[src/rtl/tick_gen.sv]
// Prescaler: counts enabled cycles 0..DIV-1 and pulses tick for one cycle
// while the count sits at DIV-1, then wraps to 0.
module tick_gen #(
  parameter int DIV = 10
) (
  input  logic clk,
  input  logic reset,
  input  logic enable,
  output logic tick
);

  localparam int CW = (DIV > 1) ? $clog2(DIV) : 1;
  localparam logic [CW-1:0] LAST = CW'(DIV - 1);

  logic [CW-1:0] count;

  assign tick = enable && (count == LAST);

  // NOTE: sequential state uses non-blocking assignments so every register
  // samples the values present before the clock edge.
  always_ff @(posedge clk or negedge reset) begin
    if (!reset) begin
      count <= '0;
    end else if (enable) begin
      count <= (count == LAST) ? '0 : count + 1'b1;
    end
  end

endmodule

[config.mk]
export PLATFORM = sky130hd
export DESIGN_NAME = tick_gen
export DESIGN_NICKNAME = d
export VERILOG_FILES = /design/src/rtl/tick_gen.sv
export SDC_FILE = /design/constraint.sdc
export NUM_CORES = 1
export LEC_CHECK = 0
export BUFFER_PORTS_ARGS = -buffer_cell sky130_fd_sc_hd__buf_4
export CAP_MARGIN = 20
export CORE_AREA = 2 2 39 41
export DETAILED_ROUTE_END_ITERATION = 10
export DIE_AREA = 0 0 41 43
export MAX_ROUTING_LAYER = met4
export PLACE_DENSITY_LB_ADDON = 0.1
export SKIP_LAST_GASP = 1
export SLEW_MARGIN = 20
export SYNTH_ARGS = -nofsm -noshare
export SYNTH_HDL_FRONTEND = slang
export SYNTH_SLANG_ARGS = --single-unit
[constraint.sdc]
create_clock -name clk -period 1.7 [get_ports clk]
set_input_delay 0.425 -clock clk [delete_from_list [all_inputs] [get_ports clk]]
set_output_delay 0.425 -clock clk [all_outputs]
set_load 0.01 [all_outputs]
==> flow_summary_export.csv <==
group,metric,value,unit
setup_path,critPathCaptureType,"output port",
synth,ys.warnings.count,0,
timing,timing.final.crit_share,0.922,
pwr,vdd_drop_max,0.459,mV
clock_tree,cts_buffers,3,
timing,final_max_slew_viol_count,0,
pwr,p_per_area,1630,nW/µm²
floorplanning,die_h,43,µm
finish,nNetsFinal,29,
global_routing,grt_use_total,0.0610,
finish,drive_gt1_frac,0.333,
clock_tree,htree_num_levels,1,
detailed_routing,route.met2.wl,164,µm
place,dp_worst_setup_slack,302,ps
finish,largest_reg_flops,4,
clock_tree,insertion_delay,230,ps
synth,yosysSeqAreaShare,0.533,
finish,nFillCells,158,
finish,antenna_cells,0,
global_routing,overflow,0,
clock_tree,path_clk_slew,30,ps
timing,postLayoutSetupSlackWorst,133,ps
timing,finClkSkew,0.706,ps
global_routing,grt_pass1_wl,621,µm
synth,synth_area_leader_cell,"dfrtp_1",
setup_path,rr_worst_depth,3,
timing,tightest_slew,179,ps
detailed_routing,drtAntennaViolNets,0,
floorplanning,ios,4,
timing,rsz0062_at_grt,"false",
detailed_routing,drc,0,
clock_tree,cts_root_buf,"clkbuf_4",
pwr,total_leakage_power,0.000119,µW
finish,regMostFlops,"count",
setup_path,cp.arrival,1140,ps
detailed_routing,drt_iter0_drc,0,
detailed_routing,avgRoutedWirePerCell,7.90,µm
timing,max_freq,638,MHz
synth,synth_seq_cells,4,
setup_path,r2r-start,"count[2]",
setup_path,r2r_setup_slack,780,ps
worst_hold_path,hold_depth,2,
synth,synth_area_leaders,"dfrtp_1, and4b_1, nor2b_2",
clock_tree,cts_tree,"yes",
timing,slew_headroom,0.880,
setup_path,worstSetupStartpointType,"flop",
timing,finalHoldViolations,0,
setup_path,r2r_end,"count[3]",
synth,synthCells,17,
floorplanning,start_util,0.136,
floorplanning,rows,14,
finish,area_growth,40.0,%
timing,finalWorstPathRequiredPeriod,1570,ps
floorplanning,die_x,41,µm
clock_tree,clkSinkCount,4,
finish,reg_top3,"count: 4 flops",
detailed_routing,route.met3.wl,1,µm
place,portBuffers,3,
synth,avgSynthCellArea,11.0,µm²
worst_hold_path,min_to,"count[0]",
synth,syn_area,188,µm²
worst_hold_path,min_path_type,"primary input to flop",
detailed_routing,drt-total-wl,316,µm
synth,syn_nets,20,
setup_path,crit_type,"flop to output port",
global_routing,antenna_found_initial,0,
detailed_routing,wl_met1,151,µm
place,gp_congestion,0.697,
detailed_routing,via_per_inst,3.40,
detailed_routing,num_vias,136,
detailed_routing,dr.pass1.iters,1,
setup_path,path_max_fanout,4,
run_status,status,"finished clean",
global_routing,grt_pass1_vias,156,
synth,yosysTopAreaCellShare,0.533,
floorplanning,core,1380,µm²
detailed_routing,top_layer_used,"met3",
run,maxCapViolations,0,
synth,yosys.cell_types.count,14,
timing,finalSetupViolCount,0,
clock_tree,cts_buffer_depth,2,
setup_path,required,1270,ps
global_routing,grt_max_degree,7,
timing,tns,0,ps
floorplanning,die-area,1760,µm²
worst_hold_path,hp-start,"enable",
critical path: stages (launching register included):
cell and delay, ps:
dfrtp_1 410, nor2b_2 160, nor3b_1 200, buf_4 150
kinds of logic (layout without fill, tap and decap cells):
group                     Yosys count  after routing  share of synthesized area
and+or+nand+nor                     8              8                      0.280
AOI/OAI and AO/OA                   3              3                     0.0933
buffers and inverters               0              7                          0
xor gates and xnor gates            2              2                     0.0934
DFF                                 4              4                      0.533
synth_stat cells:
cell type,number
nor2b_2,1
nand3_1,1
nand2_1,1
o21ai_0,1
nor2b_1,1
nor3b_1,1
o21ai_1,1
xnor2_1,1
nand2_2,1
a21o_1,1
nor3_1,1
xor2_1,1
and4b_1,1
dfrtp_1,4
through the flow:
step,cell area [µm²],power [µW],util,hold slack (ps),instances
global route,263,466,0.190,420,40
global placement,230,323,0.166,224,36
CTS,263,439,0.190,403,40
finish,263,429,0.190,407,40
detailed placement,230,320,0.166,224,36
floorplan,188,283,-,129,17
layer usage:
metal	GRT usage	vias to the layer above
li1	-	74
met1	0.0717	60
met2	0.0594	2
met3	0.0314	0
met4	0.0800	0
met5	-	-
cells in the final DEF (no fill, tap or decap):
| master | n |
|---|---|
| dlygate4sd3_1 | 1 |
| xor2_1 | 1 |
| o21ai_1 | 1 |
| and4b_1 | 1 |
| xnor2_1 | 1 |
| o21ai_0 | 1 |
| nor2b_1 | 1 |
| dfrtp_1 | 4 |
| nand2_2 | 1 |
| nand3_1 | 1 |
| a21o_1 | 1 |
| nor3_1 | 1 |
| buf_4 | 3 |
| nor2b_2 | 1 |
| clkbuf_4 | 3 |
| nand2_1 | 1 |
| nor3b_1 | 1 |
final cells by class:
cell class	instances	area (µm²)	area share
Timing Repair Buffer	4	32.5	0.124
Multi-Input combinational cell	13	87.6	0.333
Sequential cell	4	100	0.381
Clock buffer	3	22.5	0.0857
Tap cell	16	20.0	0.0762
power breakdown:
group,total [µW],internal [µW],switching (µW),leakage (µW)
clock,110,78.5,31.8,0.0000138
combinational,119,70.5,48.9,0.0000576
sequential,199,145,53.8,0.0000480
how the worst max path moves through the flow:
stage	end	cells after the start	startpoint
CTS	tick	3	count[2]
global route	tick	3	count[2]
floorplan	tick	2	count[2]
finish	tick	3	count[2]
detailed placement	tick	4	enable
global placement	tick	4	enable
what timing repair did:
item                                   in CTS  in global routing
endpoints found under the hold margin       4                  0
resized for setup                           0                  0
hold buffers                                1                  0
setup buffers                               0                  0
No activity file was read; power rests on OpenSTA's default activity.
